$ cat src/rtl/moteur_colonnes.sv
// moteur_colonnes: falling-brick engine over NB_COL columns of depth HAUTEUR.
// Owns the stack heights, the falling brick, player moves, gravity, line clear
// and game-over detection.
// Build option: define MOTEUR_TOMBER_EN to enable hard drop on bouton_tomber.
module moteur_colonnes #(
  parameter int NB_COL  = 3,
  parameter int HAUTEUR = 7,
  parameter int CW      = $clog2(NB_COL),
  parameter int HW      = $clog2(HAUTEUR + 1)
) (
  input  logic                 clk,
  input  logic                 reset,
  input  logic                 tick,
  input  logic                 bouton_plus,
  input  logic                 bouton_moins,
  input  logic                 bouton_tomber,
  output logic [CW-1:0]        col,
  output logic [HW-1:0]        row,
  output logic [NB_COL*HW-1:0] hauteurs,
  output logic                 aligne,
  output logic                 perdu,
  output logic [15:0]          lignes
);

  typedef enum logic [2:0] {StSpawn, StFall, StLand, StClear, StLost} etat_t;

  localparam int HW1 = HW + 1;
  localparam logic [CW-1:0] ColInit = CW'(NB_COL / 2);
  localparam logic [CW-1:0] ColMax  = CW'(NB_COL - 1);
  localparam logic [HW-1:0] HautMax = HW'(HAUTEUR);
  localparam logic [HW-1:0] RowFond = HW'(HAUTEUR - 1);

  etat_t         etat_q, etat_d;
  logic [CW-1:0] col_q, col_d;
  logic [HW-1:0] row_q, row_d;
  logic [HW-1:0] haut_q [NB_COL];
  logic [HW-1:0] haut_d [NB_COL];
  logic          aligne_q, aligne_d;
  logic          perdu_q, perdu_d;
  logic [15:0]   lignes_q, lignes_d;

  logic          tomber_actif;
  logic          tous_non_vides;
  logic [CW-1:0] col_plus, col_moins;
  logic [HW-1:0] bas_cur;
  logic          plus_ok, moins_ok;

`ifdef MOTEUR_TOMBER_EN
  assign tomber_actif = bouton_tomber;
`else
  logic unused_tomber;
  assign unused_tomber = bouton_tomber;
  assign tomber_actif  = 1'b0;
`endif

  // A brick at row r fits over a stack of height h when r <= HAUTEUR-1-h.
  // Evaluated in HW+1 bits so a full column (h == HAUTEUR) never wraps.
  function automatic logic tient(input logic [HW-1:0] r, input logic [HW-1:0] h);
    return ({1'b0, r} + {1'b0, h}) <= HW1'(HAUTEUR - 1);
  endfunction

  assign col_plus  = col_q + CW'(1);
  assign col_moins = col_q - CW'(1);
  // The current column is never full while falling, so this cannot underflow.
  assign bas_cur   = RowFond - haut_q[col_q];
  assign plus_ok   = (col_q != ColMax) && tient(row_q, haut_q[col_plus]);
  assign moins_ok  = (col_q != '0) && tient(row_q, haut_q[col_moins]);

  // A line exists when every column holds at least one brick.
  always_comb begin
    tous_non_vides = 1'b1;
    for (int i = 0; i < NB_COL; i++) begin
      if (haut_q[i] == '0) tous_non_vides = 1'b0;
    end
  end

  // Next-state logic for the game FSM and all datapath registers.
  always_comb begin
    etat_d   = etat_q;
    col_d    = col_q;
    row_d    = row_q;
    haut_d   = haut_q;
    aligne_d = 1'b0;
    perdu_d  = perdu_q;
    lignes_d = lignes_q;
    unique case (etat_q)
      StSpawn: begin
        col_d = ColInit;
        row_d = '0;
        if (haut_q[ColInit] == HautMax) begin
          etat_d  = StLost;
          perdu_d = 1'b1;
        end else begin
          etat_d = StFall;
        end
      end
      StFall: begin
        if (tomber_actif) begin
          row_d  = bas_cur;
          etat_d = StLand;
        end else if (bouton_plus ^ bouton_moins) begin
          // A single move button owns the cycle; any tick alongside is dropped.
          if (bouton_plus && plus_ok) begin
            col_d = col_plus;
          end else if (bouton_moins && moins_ok) begin
            col_d = col_moins;
          end
        end else if (tick) begin
          if (row_q == bas_cur) begin
            etat_d = StLand;
          end else begin
            row_d = row_q + HW'(1);
          end
        end
      end
      StLand: begin
        haut_d[col_q] = haut_q[col_q] + HW'(1);
        etat_d        = StClear;
      end
      StClear: begin
        if (tous_non_vides) begin
          for (int i = 0; i < NB_COL; i++) begin
            haut_d[i] = haut_q[i] - HW'(1);
          end
          aligne_d = 1'b1;
          lignes_d = lignes_q + 16'd1;
        end
        etat_d = StSpawn;
      end
      StLost: begin
        // Frozen until reset.
      end
      default: etat_d = StSpawn;
    endcase
  end

  // State and datapath registers with asynchronous active-low reset.
  always_ff @(posedge clk or negedge reset) begin
    if (!reset) begin
      etat_q   <= StSpawn;
      col_q    <= ColInit;
      row_q    <= '0;
      for (int i = 0; i < NB_COL; i++) haut_q[i] <= '0;
      aligne_q <= 1'b0;
      perdu_q  <= 1'b0;
      lignes_q <= '0;
    end else begin
      etat_q   <= etat_d;
      col_q    <= col_d;
      row_q    <= row_d;
      haut_q   <= haut_d;
      aligne_q <= aligne_d;
      perdu_q  <= perdu_d;
      lignes_q <= lignes_d;
    end
  end

  // Pack registered heights for the display and score blocks.
  always_comb begin
    hauteurs = '0;
    for (int i = 0; i < NB_COL; i++) begin
      hauteurs[i*HW +: HW] = haut_q[i];
    end
  end

  assign col    = col_q;
  assign row    = row_q;
  assign aligne = aligne_q;
  assign perdu  = perdu_q;
  assign lignes = lignes_q;

endmodule

$ cat config.mk
export PLATFORM = sky130hd
export DESIGN_NAME = moteur_colonnes
export DESIGN_NICKNAME = d
export VERILOG_FILES = /design/src/rtl/moteur_colonnes.sv
export SDC_FILE = /design/constraint.sdc
export NUM_CORES = 1
export LEC_CHECK = 0
export CAP_MARGIN = 20
export CORE_ASPECT_RATIO = 0.5
export CORE_UTILIZATION = 38
export DETAILED_ROUTE_END_ITERATION = 6
export HOLD_SLACK_MARGIN = 0.08
export PLACE_DENSITY_LB_ADDON = 0.08
export SLEW_MARGIN = 20
export SYNTH_ARGS = -nofsm -noshare
export SYNTH_HDL_FRONTEND = slang
export SYNTH_SLANG_ARGS = --single-unit
$ cat constraint.sdc
create_clock -name clk -period 7.4 [get_ports clk]
set_input_delay 1.48 -clock clk [delete_from_list [all_inputs] [get_ports clk]]
set_output_delay 1.48 -clock clk [all_outputs]
set_load 0.05 [all_outputs]
== After elaboration in Yosys (flattened, before gate mapping) ==
Index checks and enable logic that the tools add are counted.
Cells by class
  add/subtract/negate cells: 11
  $lt $le $gt $ge: 6
  equal/unequal tests: 14
  multiplexer cells: 32
  bitwise logic cells: 5
  reduce and logical (&&, ||, !) cells: 18
Operator list (count)
  $mux W3: 14
  $bmux W3 S2: 3
  $pmux W9 S2: 1
  $add A16 B1 Y16 const B: 1
  $ne A2 B2 Y1 const B: 7
  $logic_not A3 Y1: 4
  $pmux W3 S4: 1
  $bwmux W9: 1
  $ge A3 B3 Y1 const B: 3
  $mux W9: 1
  $not A2 Y3: 3
  $sub A3 B1 Y3 const B: 3
  $add A3 B3 Y4: 2
  $le A4 B3 Y1 const B: 2
  $reduce_and A4 Y1: 2
  $add A3 B1 Y3 const B: 2
  $demux W3 S2: 1
  $eq A3 B2 Y1 const B: 2
  $eq A3 B3 Y1 const B: 2
  $mux W2: 3
  $pmux W3 S2: 1
  $reduce_and A2 Y1: 3
  $reduce_bool A2 Y1: 3
  $logic_and A1 B1 Y1: 5
  other kinds (12): 16
Storage, ports and cells
  register bits: 35
  bits of input ports: 6
  output and inout port bits: 32
  word-level logic and storage cells: 95

== Longest topological paths before layout ==
  word-level depth: 13
  mapped depth: 16
  mapped depth without buffers: 15

== Least setup slack after synthesis ==
No wires, ideal clock.
  kind: register -> register
  start point: register col_q[0] (netlist: col[0])
  end point: register col_q[0] (netlist: col[0])
  setup time: 0.090 ns
  arrival time: 3.385 ns
  data required time: 7.310 ns
  setup slack: 3.925 ns
  cell stages (with the launch flop): 16
  buffers on the path: 2
  clock period less this slack: 3.475 ns
  path through: dfstp_2 > buf_2 > inv_1 > ha_1 > clkbuf_1 > mux2i_1 > o21ai_0 > ha_1 > inv_1 > fa_1 > xnor2_1 > nand3b_1 > o2111ai_1 > a21oi_1 > mux2i_1 > a22oi_1
On the way
  word-level cells in the longest chain between the ends: 12
  elaborated cells on any way between the ends: 26
  those cells by class: add/sub (4); order compare (2); eq/ne (2); mux (10); bitwise (2); reduce/logical (6)
RTL lines
  from (decl): line 34  | logic [CW-1:0] col_q, col_d;
  from (signal assigned): line 141  | col_q <= ColInit;
  from (signal assigned): line 149  | col_q <= col_d;
  $add A2 B1 Y2: line 62  | assign col_plus = col_q + CW'(1);
  $not A2 Y3 (not written as such): line 66  | assign plus_ok = (col_q != ColMax) && tient(row_q, haut_q[col_plus]);
  $bmux W3 S2: line 66
  $mux W3 (not written as such) (2 in series): line 66
  $add A3 B3 Y4: line 59  | return ({1'b0, r} + {1'b0, h}) <= HW1'(HAUTEUR - 1);
  $le A4 B3 Y1: line 59
  $logic_and A1 B1 Y1: line 66
  $logic_and A1 B1 Y1: line 103  | if (bouton_plus && plus_ok) begin
  $mux W2: line 103
  $mux W2: line 101  | end else if (bouton_plus ^ bouton_moins) begin
  $pmux W2 S2: line 86  | unique case (etat_q)
Parallel ways exist; a longest one is shown, timed or not. The select of a mux whose other input is x is not followed.
A chain may end at the register's enable or synchronous reset.

== Final worst setup path ==
Ends and elaborated chain as after synthesis.

==> flow_summary.json <==
{
  "maxSlewViolCount": 0,
  "place_hpwl_um": 3980,
  "path_max_fanout": 14,
  "slowest_stage": "dfstp_2",
  "fp.dieArea_mm2": 0.00664,
  "start_util": 0.394,
  "hold_violations": 0,
  "synth_common_cells": "dfrtp_1 (34), nand2_1 (25), inv_1 (22), ha_1 (20)",
  "synth.yosys.seq_area_share": 0.366,
  "maxSlewHeadroom": 0.588,
  "endpoint_kind": "flip-flop",
  "comb_power_share": 0.361,
  "hold_ws_ns": 0.463,
  "synth.avg_cell_area_um2": 9.42,
  "die_y_um": 58.1,
  "fmaxAchievable_mhz": 277,
  "diodes": 0,
  "cts_resized": 0,
  "ir_drop_uv": 170,
  "hold_class": "reg2reg",
  "grt_pass1_vias": 1830,
  "via_per_inst": 5.23,
  "drive_gt1_frac": 0.0655,
  "syn_inst": 254,
  "cts_buffers": 5,
  "post-route-period-util": 0.488,
  "synth_nets": 282,
  "rsz0062_at_grt": "no",
  "final-setup-viol-count": 0,
  "powerDensity_mw_per_mm2": 263,
  "finClkSkew_ns": 0.00497,
  "core_mm2": 0.00608,
  "fin_crit_ns": 3.61,
  "seqPwrFrac": 0.332,
  "ctsHoldBuffers": 0,
  "fillerInstances": 594,
  "worstSetupStartpointType": "flip-flop",
  "switching_share": 0.393,
  "path_common_cell": "inv_1",
  "grt_usage": 0.179,
  "p_leak_nw": 1.30,
  "clkTransAtPathRegs_ns": 0.06,
  "placementRows": 20,
  "tightestPinTransition_ns": 0.619,
  "route.detailed.drc": 0,
  "cts_tree": "done",
  "p_int_w": 0.000478,
  "critPathBufInv": 3,
  "cp_cell_sequence": "inv_1, ha_1, inv_1, nor2_1, nand2_1, o21ai_0, ha_1, inv_1, fa_1, xnor2_1, nand3b_1, o2111ai_1, a21oi_1, mux2i_1, a22oi_1",
  "gp_congestion": 0.790,
  "drt-pass1-iter-count": 4,
  "ys_ff_latch": 35,
  "grt_max_degree": 36,
  "clkLatencyLatePin_ns": 0.28,
  "antenna_found_initial": 0,
  "cts.sinks": 35,
  "cp_data_required_time_ns": 7.59,
  "htree_num_levels": 2,
  "arrival_ns": 3.80,
  "synth_most_common_cell": "dfrtp_1",
  "yosysWarnings": 0,
  "async_flop_share": 1.00,
  "die_x_um": 114,
  "fin_tns_setup_ns": 0,
  "critical_path.max_stage_delay_ns": 0.69,
  "areaGrowthSynthToFinish_pct": 25.1,
  "critPathKind": "reg2reg",
  "finalWirelength_um": 5380,
  "status": "completed",
  "critical-path-top-delay-family": "adder cells",
  "post_cts_buffers": 0,
  "p_sw_w": 0.000309,
  "p_clk_frac": 0.307,
  "io_pins": 38,
  "yosys-top-cells-area": "dfrtp_1 (36%), ha_1 (10%), xnor2_1 (6.6%)",
  "utilization": 0.492,
  "cts_root_buf": "clkbuf_16",
  "synth.cell_area_mm2": 0.00239,
  "synth_top_area_cell": "dfrtp_1",
  "ant_nets": 0,
  "wl_per_cell_um": 14.2,
  "clockBufferDepth": 2,
  "yosys_most_used_dff": "dfrtp_1",
  "drtIter0Drc": 106,
  "synth_enable_flop_cells": 0,
  "grt_pass1_wl_um": 9010,
  "vias": 1977,
  "num-nets-final": 317,
  "synth_top_area_frac": 0.355,
  "max-cap-violations": 0,
  "grt-ovfl-total": 0,
  "netlist-cell-type-count": 45,
  "place.port_buffers": 36
}
-- layout make-up --
class / instances / area [um2] / share of cell area
clock buffer: 5 / 125 / 0.0418
clock inverter: 3 / 43.8 / 0.0146
sequential: 35 / 877 / 0.293
tap: 88 / 110 / 0.0368
inverter: 23 / 86.3 / 0.0288
multi-input combinational: 187 / 1380 / 0.462
timing repair buffer: 37 / 368 / 0.123
-- registers in the layout, indices dropped and copies added, names as in the netlist --
signal / flops
lignes: 16
hauteurs: 9
etat_q: 3
row: 3
col: 2
aligne: 1
perdu: 1
-- worst paths after layout --
kind / from / end / slack, ns / cells past startpoint
min reg2reg: perdu / perdu / 0.46 / 1
max: col[0] / col[0] / 3.79 / 15
max in group asynchronous: reset / col[0] / 5.43 / 2
min: perdu / perdu / 0.46 / 1
min in group asynchronous: reset / lignes[10] / 1.61 / 2
max reg2reg: col[0] / col[0] / 3.79 / 15
-- worst register-to-register path, cell delays in order (launching register included) --
cell	delay, ns
dfstp_2	0.69
inv_1	0.19
ha_1	0.56
inv_1	0.15
nor2_1	0.15
nand2_1	0.07
o21ai_0	0.12
ha_1	0.22
inv_1	0.05
fa_1	0.38
xnor2_1	0.14
nand3b_1	0.08
o2111ai_1	0.12
a21oi_1	0.32
mux2i_1	0.22
a22oi_1	0.08
-- cells in the final DEF (no fill, tap or decap), drive strengths merged, types with 3 or more instances in the layout --
master / Yosys / final
clkdlybuf4s50: 0 / 36
dfrtp: 34 / 34
nand2: 26 / 26
inv: 22 / 22
ha: 20 / 20
xnor2: 19 / 19
o21ai: 18 / 18
nor2: 11 / 11
nand4: 11 / 11
a21oi: 11 / 11
nand3: 9 / 9
mux2i: 8 / 8
nor3: 6 / 6
xor2: 5 / 5
a22o: 5 / 5
a31oi: 5 / 5
clkbuf: 3 / 5
a22oi: 3 / 3
nor2b: 3 / 3
o22ai: 3 / 3
nand3b: 3 / 3
clkinv: 1 / 3
-- cells by family after synthesis --
logic type,Yosys count,share of synthesized area
and+or+nand+nor,78,0.175
AOI/OAI and AO/OA,54,0.153
DFF,35,0.366
buffers and inverters,32,0.0554
xor gates and xnor gates,24,0.0910
adders and majority gates,22,0.121
muxes,9,0.0382
-- per-layer routing --
metal,wire (um),share of wire,track usage,up-vias
met5,0,0,0,-
met4,15,0.0028,0.0390,0
met3,245,0.046,0.0450,2
met2,2330,0.43,0.287,45
met1,2800,0.52,0.245,963
li1,-,-,-,967
-- per-stage QoR --
stage / total power, W / worst slack (ns) / instance area, um2 / std cells
2_1_floorplan: 0.000471 / 3.92 / 2390 / 254
3_3_place_gp: 0.000543 / 3.85 / 2830 / 370
3_5_place_dp: 0.000547 / 3.85 / 2830 / 370
4_1_cts: 0.000791 / 3.82 / 2990 / 378
5_1_grt: 0.000830 / 3.57 / 2990 / 378
6_report: 0.000787 / 3.79 / 2990 / 378
-- power groups by stage --
stage	Clock, W	Sequential (W)	Combinational (W)
after floorplan	0	0.000287	0.000184
after global placement	0	0.000264	0.000279
after detailed placement	0	0.000264	0.000283
after CTS	0.000246	0.000260	0.000285
after global routing	0.000256	0.000265	0.000310
final	0.000242	0.000261	0.000284
(Power assumes the default switching activity.)
